<file path="config.mk">
export PLATFORM = sky130hd
export DESIGN_NAME = ps2_rx_fifo
export DESIGN_NICKNAME = d
export VERILOG_FILES = /design/src/rtl/ps2_rx_fifo.sv
export SDC_FILE = /design/constraint.sdc
export NUM_CORES = 1
export LEC_CHECK = 0
export CAP_MARGIN = 25
export CORE_AREA = 2 2 89 91
export DETAILED_ROUTE_END_ITERATION = 6
export DIE_AREA = 0 0 91 93
export GPL_ROUTABILITY_DRIVEN = 1
export PLACE_DENSITY = 0.82
export SYNTH_ARGS = -nofsm -noshare
export SYNTH_HDL_FRONTEND = slang
export SYNTH_SLANG_ARGS = --single-unit
</file>
<file path="constraint.sdc">
create_clock -name clk -period 3 [get_ports clk]
set_input_delay 0.3 -clock clk [delete_from_list [all_inputs] [get_ports clk]]
set_output_delay 0.3 -clock clk [all_outputs]
set_load 0.05 [all_outputs]
</file>
<file path="src/rtl/ps2_rx_fifo.sv">
// PS/2 keyboard receiver: synchronised and glitch-filtered ps2_clk, frame FSM with
// parity/stop/watchdog checking, optional E0/F0 prefix folding, and a fall-through FIFO.
module ps2_rx_fifo #(
    parameter int FILTER_LEN    = 8,
    parameter int TIMEOUT       = 100000,
    parameter int FIFO_DEPTH    = 4,
    parameter int DECODE_PREFIX = 1
) (
    input  logic       clk,
    input  logic       reset_n,
    input  logic       ps2_clk,
    input  logic       ps2_data,
    output logic [7:0] rx_data,
    output logic       rx_ext,
    output logic       rx_break,
    output logic       rx_valid,
    input  logic       rx_ready,
    output logic       err_parity,
    output logic       err_frame,
    output logic       err_timeout,
    output logic       overflow
);

    localparam int HALF = FILTER_LEN / 2;
    localparam int AW   = $clog2(FIFO_DEPTH);
    localparam int WDW  = $clog2(TIMEOUT + 1);
    localparam logic [WDW-1:0] WD_LAST   = WDW'(TIMEOUT - 1);
    localparam logic [AW:0]    FIFO_FULL = (AW + 1)'(FIFO_DEPTH);

    localparam logic [1:0] ST_IDLE   = 2'd0;
    localparam logic [1:0] ST_DATA   = 2'd1;
    localparam logic [1:0] ST_PARITY = 2'd2;
    localparam logic [1:0] ST_STOP   = 2'd3;

    localparam logic [7:0] CODE_EXT   = 8'hE0;
    localparam logic [7:0] CODE_BREAK = 8'hF0;

    // ------------------------------------------------------------------
    // Input synchronisers and ps2_clk glitch filter (idle line is high)
    // ------------------------------------------------------------------
    logic [1:0]            clk_sync_reg;
    logic [1:0]            data_sync_reg;
    logic [FILTER_LEN-1:0] filt_reg;
    logic                  clk_s;
    logic                  data_s;
    logic                  fall;

    always_ff @(posedge clk or negedge reset_n) begin
        if (!reset_n) begin
            clk_sync_reg  <= 2'b11;
            data_sync_reg <= 2'b11;
            filt_reg      <= '1;
        end else begin
            clk_sync_reg  <= {clk_sync_reg[0], ps2_clk};
            data_sync_reg <= {data_sync_reg[0], ps2_data};
            filt_reg      <= {clk_s, filt_reg[FILTER_LEN-1:1]};
        end
    end

    assign clk_s  = clk_sync_reg[1];
    assign data_s = data_sync_reg[1];

    // Newest half all low after an oldest half all high: exactly one cycle per clean edge.
    assign fall = (~|filt_reg[FILTER_LEN-1 -: HALF]) && (&filt_reg[HALF-1:0]);

    // ------------------------------------------------------------------
    // Frame FSM and watchdog
    // ------------------------------------------------------------------
    logic [1:0]     state_reg,   state_next;
    logic [2:0]     bit_cnt_reg, bit_cnt_next;
    logic [7:0]     shreg_reg,   shreg_next;
    logic           par_reg,     par_next;
    logic [WDW-1:0] wd_reg,      wd_next;
    logic           good_reg,    good_next;
    logic           perr_reg,    perr_next;
    logic           ferr_reg,    ferr_next;
    logic           terr_reg,    terr_next;

    always_comb begin
        state_next   = state_reg;
        bit_cnt_next = bit_cnt_reg;
        shreg_next   = shreg_reg;
        par_next     = par_reg;
        wd_next      = wd_reg;
        good_next    = 1'b0;
        perr_next    = 1'b0;
        ferr_next    = 1'b0;
        terr_next    = 1'b0;

        if (fall) begin
            wd_next = '0;
            case (state_reg)
                ST_IDLE: begin
                    if (!data_s) begin
                        state_next   = ST_DATA;
                        bit_cnt_next = 3'd0;
                    end
                end
                ST_DATA: begin
                    shreg_next   = {data_s, shreg_reg[7:1]};
                    bit_cnt_next = bit_cnt_reg + 3'd1;
                    if (bit_cnt_reg == 3'd7) begin
                        state_next = ST_PARITY;
                    end
                end
                ST_PARITY: begin
                    par_next   = data_s;
                    state_next = ST_STOP;
                end
                default: begin
                    state_next   = ST_IDLE;
                    bit_cnt_next = 3'd0;
                    // Odd parity over data+parity; parity failure masks a bad stop bit.
                    if (!(^shreg_reg ^ par_reg)) begin
                        perr_next = 1'b1;
                    end else if (!data_s) begin
                        ferr_next = 1'b1;
                    end else begin
                        good_next = 1'b1;
                    end
                end
            endcase
        end else if (state_reg != ST_IDLE) begin
            if (wd_reg == WD_LAST) begin
                state_next   = ST_IDLE;
                bit_cnt_next = 3'd0;
                wd_next      = '0;
                terr_next    = 1'b1;
            end else begin
                wd_next = wd_reg + WDW'(1);
            end
        end
    end

    always_ff @(posedge clk or negedge reset_n) begin
        if (!reset_n) begin
            state_reg   <= ST_IDLE;
            bit_cnt_reg <= 3'd0;
            shreg_reg   <= 8'd0;
            par_reg     <= 1'b0;
            wd_reg      <= '0;
            good_reg    <= 1'b0;
            perr_reg    <= 1'b0;
            ferr_reg    <= 1'b0;
            terr_reg    <= 1'b0;
        end else begin
            state_reg   <= state_next;
            bit_cnt_reg <= bit_cnt_next;
            shreg_reg   <= shreg_next;
            par_reg     <= par_next;
            wd_reg      <= wd_next;
            good_reg    <= good_next;
            perr_reg    <= perr_next;
            ferr_reg    <= ferr_next;
            terr_reg    <= terr_next;
        end
    end

    assign err_parity  = perr_reg;
    assign err_frame   = ferr_reg;
    assign err_timeout = terr_reg;

    // ------------------------------------------------------------------
    // Prefix folding: decides what (if anything) gets pushed.
    // shreg_reg is stable in the cycle after the stop bit, so it is the byte.
    // ------------------------------------------------------------------
    logic       push;
    logic [1:0] push_flags;
    logic       any_err;

    assign any_err = perr_reg | ferr_reg | terr_reg;

    generate
        if (DECODE_PREFIX != 0) begin : g_fold
            logic ext_pend_reg;
            logic brk_pend_reg;
            logic is_ext;
            logic is_brk;

            assign is_ext     = (shreg_reg == CODE_EXT);
            assign is_brk     = (shreg_reg == CODE_BREAK);
            assign push       = good_reg && !is_ext && !is_brk;
            assign push_flags = {ext_pend_reg, brk_pend_reg};

            always_ff @(posedge clk or negedge reset_n) begin
                if (!reset_n) begin
                    ext_pend_reg <= 1'b0;
                    brk_pend_reg <= 1'b0;
                end else if (any_err || push) begin
                    ext_pend_reg <= 1'b0;
                    brk_pend_reg <= 1'b0;
                end else if (good_reg) begin
                    if (is_ext) ext_pend_reg <= 1'b1;
                    if (is_brk) brk_pend_reg <= 1'b1;
                end
            end
        end else begin : g_raw
            assign push       = good_reg;
            assign push_flags = 2'b00;
        end
    endgenerate

    // ------------------------------------------------------------------
    // First-word fall-through FIFO of {ext, break, code}
    // ------------------------------------------------------------------
    logic [9:0]    mem [FIFO_DEPTH];
    logic [AW-1:0] wr_ptr_reg;
    logic [AW-1:0] rd_ptr_reg;
    logic [AW:0]   count_reg;
    logic          ovf_reg;
    logic          full;
    logic          pop;
    logic          do_write;
    logic [9:0]    head;

    assign full     = (count_reg == FIFO_FULL);
    assign pop      = rx_valid && rx_ready;
    assign do_write = push && (!full || pop);

    always_ff @(posedge clk) begin
        if (do_write) begin
            mem[wr_ptr_reg] <= {push_flags, shreg_reg};
        end
    end

    always_ff @(posedge clk or negedge reset_n) begin
        if (!reset_n) begin
            wr_ptr_reg <= '0;
            rd_ptr_reg <= '0;
            count_reg  <= '0;
            ovf_reg    <= 1'b0;
        end else begin
            ovf_reg <= push && full && !pop;
            if (do_write) wr_ptr_reg <= wr_ptr_reg + AW'(1);
            if (pop)      rd_ptr_reg <= rd_ptr_reg + AW'(1);
            case ({do_write, pop})
                2'b10:   count_reg <= count_reg + (AW + 1)'(1);
                2'b01:   count_reg <= count_reg - (AW + 1)'(1);
                default: count_reg <= count_reg;
            endcase
        end
    end

    // Outputs are forced to 0 while empty so reset and idle present a clean bus.
    assign head     = mem[rd_ptr_reg];
    assign rx_valid = (count_reg != '0);
    assign rx_data  = rx_valid ? head[7:0] : 8'd0;
    assign rx_break = rx_valid & head[8];
    assign rx_ext   = rx_valid & head[9];
    assign overflow = ovf_reg;

endmodule
</file>
==> results of run 1 <==
==> layout make-up <==
cell class	instances	area share, %
clock inverter	6	1.39
inverter	16	1.24
clock buffer	10	2.63
timing repair buffer	25	4.74
sequential	97	54.4
tap	102	2.63
multi-input combinational	212	33.0
==> Yosys cell counts (2+ instances only) <==
cell type and count:
mux2_2 6, nand3b_1 2, buf_2 3, a21oi_1 10, nand4_1 2, edfxtp_1 40, a31oi_1 6, and2_1 13
nor2_1 23, dfrtp_1 45, a311oi_1 2, or3_1 6, nor3_1 6, a32o_1 2, nand3_1 16, nor4_1 5
and3_1 7, xnor2_1 11, o211ai_1 3, mux4_2 10, and4_1 3, nor4b_1 3, inv_1 16, mux2i_1 4
nand2_1 27, clkbuf_1 9, dfstp_2 12, ha_1 16, or4_1 3, o21ai_0 5
==> power by group through the flow <==
| stage | sequential [mW] | combinational (mW) | clock [mW] |
|---|---|---|---|
| global placement | 1.46 | 0.0829 | 0 |
| global route | 1.43 | 0.101 | 0.900 |
| CTS | 1.43 | 0.0887 | 0.848 |
| finish | 1.43 | 0.0875 | 0.831 |
| floorplan | 1.45 | 0.0520 | 0 |
| detailed placement | 1.46 | 0.0885 | 0 |
==> per-layer routing <==
metal / wire [µm] / GRT usage (%) / part of all wire [%] / up-vias
li1: - / - / - / 1281
met1: 3190 / 23.1 / 42 / 1302
met2: 4040 / 35.1 / 54 / 52
met3: 198 / 3.87 / 2.6 / 12
met4: 92 / 4.92 / 1.2 / 0
met5: 0 / 0 / 0 / -
==> worst paths after layout <==
| kind | from | to | slack [ns] | cells past startpoint |
|---|---|---|---|---|
| setup / recovery | shreg_reg[4]$_DFFE_PN0P_ | count_reg[1]$_DFFE_PN0P_ | 0.32 | 8 |
| hold / removal | reset_n | wd_reg[0]$_DFFE_PN0P_ | 0.07 | 2 |
| setup reg to reg | shreg_reg[4]$_DFFE_PN0P_ | count_reg[1]$_DFFE_PN0P_ | 0.32 | 8 |
| hold reg to reg | data_sync_reg[0]$_DFF_PN1_ | data_sync_reg[1]$_DFF_PN1_ | 0.36 | 0 |
| max in group asynchronous | reset_n | wd_reg[2]$_DFFE_PN0P_ | 2.47 | 2 |
| min in group clk | ps2_data | data_sync_reg[0]$_DFF_PN1_ | 0.34 | 1 |
==> cell families (layout without fill, tap and decap cells) <==
group	after synthesis	in the layout
xor gates and xnor gates	13	13
AOI/OAI and AO/OA	38	38
DFF	97	97
adders and majority gates	17	17
muxes	20	20
buffers and inverters	29	57
and+or+nand+nor	124	124
==> results.py, run 1 <==
metrics = {
    "clock_network": {
        "insertion_delay_ns": 0.35,
        "cts_resized": 0,
        "cts_root_buf": "clkbuf_8",
        "cts.reportedPaths.clkPinSlew_ns": 0.09,
        "cts_made_buffers": 9,
        "cts_num_sinks": 97,
        "holdBufCountCts": 0,
        "ctsHtreeMaxLevel": 3,
        "tritoncts": "done",
        "clockBufferDepth": 2,
        "postCtsSetupRepairBufs": 0,
    },
    "synthesis": {
        "syn_area_um2": 4360,
        "synth.top_cell.area_share_pct": 27.5,
        "synth-simple-area-share_pct": 15.3,
        "synth_top_family_by_area": "simple AND/OR/NAND/NOR gates",
        "synth_edf_count": 40,
        "ys_ff_latch": 97,
        "synth-seq-area-share_pct": 60.6,
        "synthXorXnorAreaFrac_pct": 2.92,
        "synth_cells": 338,
        "synth_compound_area_share_pct": 5.85,
        "avgSynthCellArea_um2": 12.9,
        "synth-main-ff-cell": "dfrtp_1",
        "synthAdderAreaFrac_pct": 5.05,
        "yosys.area.top_type": "edfxtp_1",
        "synth_mux_area_share_pct": 7.63,
        "synth_cell_types": 52,
        "ys_top_cells_by_area": "edfxtp_1 (28%), dfrtp_1 (26%), dfstp_2 (7.2%)",
        "syn-num-nets": 360,
        "yosys_warnings": 0,
        "synthArstFlopShare_pct": 58.8,
    },
    "power": {
        "peakVddDrop_uv": 362,
        "p_comb_share_pct": 3.7,
        "seqPwrFrac_pct": 60.9,
        "internal_power_mw": 1.82,
        "power_mw": 2.35,
        "switching_share_pct": 22.4,
        "p_clk_share_pct": 35.4,
        "p_switching_mw": 0.526,
        "p_leak_nw": 1.94,
        "p_per_area_nw_per_um2": 483,
    },
    "routing": {
        "wl_per_cell_um": 16.1,
        "drt_pass1_iterations": 5,
        "vias_per_cell": 5.66,
        "drt-total-wl_um": 7510,
        "drc_errors": 0,
        "antenna_left": 0,
        "route.vias.total": 2647,
        "drt_iter0_markers": 138,
    },
    "placement": {
        "gp_congestion": 0.827,
        "hpwl_um": 5250,
        "io_buffers": 19,
        "placed_cell_area_um2": 4660,
        "dp.cells": 452,
        "post-place-ws_ns": 0.281,
    },
    "global_route": {
        "grt_antenna_before_repair": 0,
        "grt_util_all_layers_pct": 19.1,
        "grt_pass1_vias": 2703,
        "grt_pass1_wl_um": 12700,
        "grt_start_max_net_pins": 58,
        "overflow": 0,
    },
    "sta": {
        "final-max-slew-violation-count": 0,
        "hold_viol": 0,
        "maxSlewHeadroom_pct": 54.0,
        "finalCritPeriodShare_pct": 89.4,
        "finalSetupTns_ns": 0,
        "skew_ns": 0.00715,
        "layout_setup_ws_ns": 0.319,
        "hold_slack_ns": 0.0707,
        "setup_viol": 0,
        "max_clock_freq_mhz": 373,
        "post-route-min-period_ns": 2.68,
        "rsz0062_at_grt": "false",
        "tightest_slew_ns": 0.690,
    },
    "floorplan": {
        "core_area_um2": 7530,
        "die_area_um2": 8460,
        "dieWidth_um": 91,
        "die_height_um": 93,
        "initial_utilization_pct": 58.0,
        "pin_count": 20,
        "rows": 32,
    },
    "final_layout": {
        "multi_input_area_um2": 1600,
        "layout.nets": 383,
        "largest_register_ffs": 40,
        "area_delta_synth_final_pct": 11.3,
        "layout_common_cells": "dfrtp_1 (45), edfxtp_1 (40), nand2_1 (27), nor2_1 (23), clkdlybuf4s50_1 (18)",
        "final_cell_count_no_fill": 468,
        "num_antenna_cells": 0,
        "design_area_um2": 4860,
        "n_fill_cell": 578,
        "final_common_cell": "dfrtp_1",
        "seq_area_um2": 2640,
        "drive_gt1_share_pct": 14.5,
        "finish.utilization_pct": 64.5,
    },
    "run_status": {
        "status": "finished clean",
    },
    "worst_setup_path": {
        "critPathTopFamily": "compound AO/OA/AOI/OAI gates",
        "worstSetupPathType": "register to register",
        "worstPathArrival_ns": 2.90,
        "critPathMaxStageDelay_ns": 0.44,
        "crit_slowest_cell": "dfrtp_1",
        "worstSetupEndpointType": "register",
        "cp_num_buf_inv": 1,
        "cp_cell_sequence": "inv_1 -> ha_1 -> o2111ai_1 -> nand2_1 -> nand3_1 -> fa_1 -> o21a_1 -> a2111oi_0",
        "cp_data_required_time_ns": 3.22,
        "critPathMaxFanout": 7,
        "start_kind": "register",
    },
    "job": {
        "drv_cap": 0,
    },
    "hold_path": {
        "hp-class": "input pin to async pin",
    },
}
(Power assumes the default switching activity.)
==> run 2, diff against run 1 <==
--- a/config.mk
+++ b/config.mk
@@ -10,7 +10,8 @@
 export DETAILED_ROUTE_END_ITERATION = 6
 export DIE_AREA = 0 0 91 93
 export GPL_ROUTABILITY_DRIVEN = 1
-export PLACE_DENSITY = 0.82
+export PLACE_DENSITY = 0.77
+export SLEW_MARGIN = 20
 export SYNTH_ARGS = -nofsm -noshare
 export SYNTH_HDL_FRONTEND = slang
 export SYNTH_SLANG_ARGS = --single-unit
==> run 2 against run 1 <==
  * The flow now finishes with violations (hold timing)
  * Worst hold slack worse by 0.073 ns
  * Setup slack worse by 0.063 ns
  * Critical path depth down 4
  * Largest power group unchanged
  * Highest routed layer unchanged
==> results.py, run 2 (synthesis gave the netlist of run 1 again) <==
metrics = {
    "global_route": {
        "grt_start_max_net_pins": 35,
        "overflow": 0,
        "grt_pass1_vias": 2717,
        "grt_pass1_wl_um": 13100,
        "grt_antenna_before_repair": 0,
        "grt_util_all_layers_pct": 19.9,
    },
    "power": {
        "peakVddDrop_uv": 453,
        "p_leak_nw": 1.93,
        "p_per_area_nw_per_um2": 477,
    },
    "clock_network": {
        "tritoncts": "done",
        "cts_made_buffers": 9,
        "postCtsSetupRepairBufs": 0,
        "clockBufferDepth": 2,
        "cts_num_sinks": 97,
        "cts.reportedPaths.clkPinSlew_ns": 0.10,
        "cts_root_buf": "clkbuf_8",
        "insertion_delay_ns": 0.36,
        "holdBufCountCts": 0,
        "ctsHtreeMaxLevel": 3,
        "cts_resized": 0,
    },
    "job": {
        "drv_cap": 0,
    },
    "sta": {
        "final-max-slew-violation-count": 0,
        "layout_setup_ws_ns": 0.256,
        "rsz0062_at_grt": "false",
        "hold_viol": 6,
        "max_clock_freq_mhz": 364,
        "finalCritPeriodShare_pct": 91.5,
        "setup_viol": 0,
        "hold_slack_ns": -0.00236,
        "finalSetupTns_ns": 0,
        "tightest_slew_ns": 0.743,
        "maxSlewHeadroom_pct": 50.5,
        "post-route-min-period_ns": 2.74,
        "skew_ns": 0.00994,
    },
    "placement": {
        "post-place-ws_ns": 0.338,
        "gp_congestion": 0.771,
        "hpwl_um": 5170,
        "placed_cell_area_um2": 4670,
        "io_buffers": 19,
    },
    "routing": {
        "drt-total-wl_um": 7550,
        "route.vias.total": 2690,
        "drt_pass1_iterations": 4,
        "drt_iter0_markers": 169,
        "drc_errors": 0,
        "antenna_left": 0,
        "vias_per_cell": 5.76,
        "wl_per_cell_um": 16.2,
    },
    "run_status": {
        "violations": "hold timing",
        "status": "finished, violations left",
    },
    "final_layout": {
        "design_area_um2": 4850,
        "layout.nets": 382,
        "num_antenna_cells": 0,
        "largest_register_ffs": 40,
        "area_delta_synth_final_pct": 11.2,
        "drive_gt1_share_pct": 14.2,
        "layout_common_cells": "dfrtp_1 (45), edfxtp_1 (40), nand2_1 (27), nor2_1 (23), clkdlybuf4s50_1 (18)",
        "final_common_cell": "dfrtp_1",
        "n_fill_cell": 600,
    },
    "worst_setup_path": {
        "worstSetupPathType": "register to output port",
        "cp_data_required_time_ns": 2.70,
        "worstSetupEndpointType": "output port",
        "critPathMaxFanout": 8,
        "worstPathArrival_ns": 2.44,
        "start_kind": "register",
        "reg2reg_depth": 8,
    },
    "floorplan": {
        "rows": 32,
        "dieWidth_um": 91,
        "die_area_um2": 8460,
        "pin_count": 20,
        "initial_utilization_pct": 58.0,
        "core_area_um2": 7530,
        "die_height_um": 93,
    },
    "hold_path": {
        "hp-class": "input pin to async pin",
    },
}
[run 2: per-layer routing]
metal	vias up	routed length (µm)	global-route usage (%)
li1	1290	-	-
met1	1346	3350	26.3
met2	43	3820	33.5
met3	11	234	3.46
met4	0	143	7.70
met5	-	0	0
[run 2: layout make-up]
cell class / count / area (µm²) / share of cell area (%)
flip-flops and latches: 97 / 2640 / 54.5
well taps: 102 / 128 / 2.63
inverters: 16 / 60.1 / 1.24
repair buffers: 24 / 235 / 4.85
clock buffers: 9 / 124 / 2.55
clock inverters: 7 / 60.1 / 1.24
multi-input cells: 212 / 1600 / 33.0
[run 2: final timing paths]
kind	start	endpoint	slack, ns
worst max-delay path	rd_ptr_reg[0]$_DFFE_PN0P_	rx_data[5]	0.26
worst min-delay path	reset_n	count_reg[2]$_DFFE_PN0P_	-0.002
worst max register to register	shreg_reg[4]$_DFFE_PN0P_	count_reg[1]$_DFFE_PN0P_	0.32
worst min register to register	clk_sync_reg[1]$_DFF_PN1_	filt_reg[7]$_DFF_PN1_	0.36
max in group asynchronous	reset_n	wd_reg[15]$_DFFE_PN0P_	2.21
min in group clk	ps2_data	data_sync_reg[0]$_DFF_PN1_	0.34
[run 2: per-stage QoR]
| stage | power (mW) | hold WS, ns | instances | util (%) |
|---|---|---|---|---|
| floorplan | 1.50 | 0.00441 | 338 | - |
| global placement | 1.54 | 0.346 | 451 | 62.0 |
| detailed placement | 1.54 | 0.347 | 451 | 62.0 |
| CTS | 2.34 | 0.00471 | 467 | 64.4 |
| global route | 2.41 | 0.0328 | 467 | 64.4 |
| finish | 2.32 | -0.00236 | 467 | 64.4 |
[run 2: power breakdown]
part / internal (mW) / switching, mW / total, mW / leakage [nW]
clock network: 0.318 / 0.484 / 0.801 / 0.0917
registers: 1.40 / 0.0272 / 1.43 / 1.11
logic: 0.0292 / 0.0546 / 0.0838 / 0.728
total: 1.75 / 0.565 / 2.32 / 1.93
[run 2: worst max-delay path: stages (launching register included)]
cell and delay (ns):
dfrtp_1 0.53, buf_12 0.19, mux4_2 0.50, and2_1 0.17
clkdlybuf4s50_1 0.69
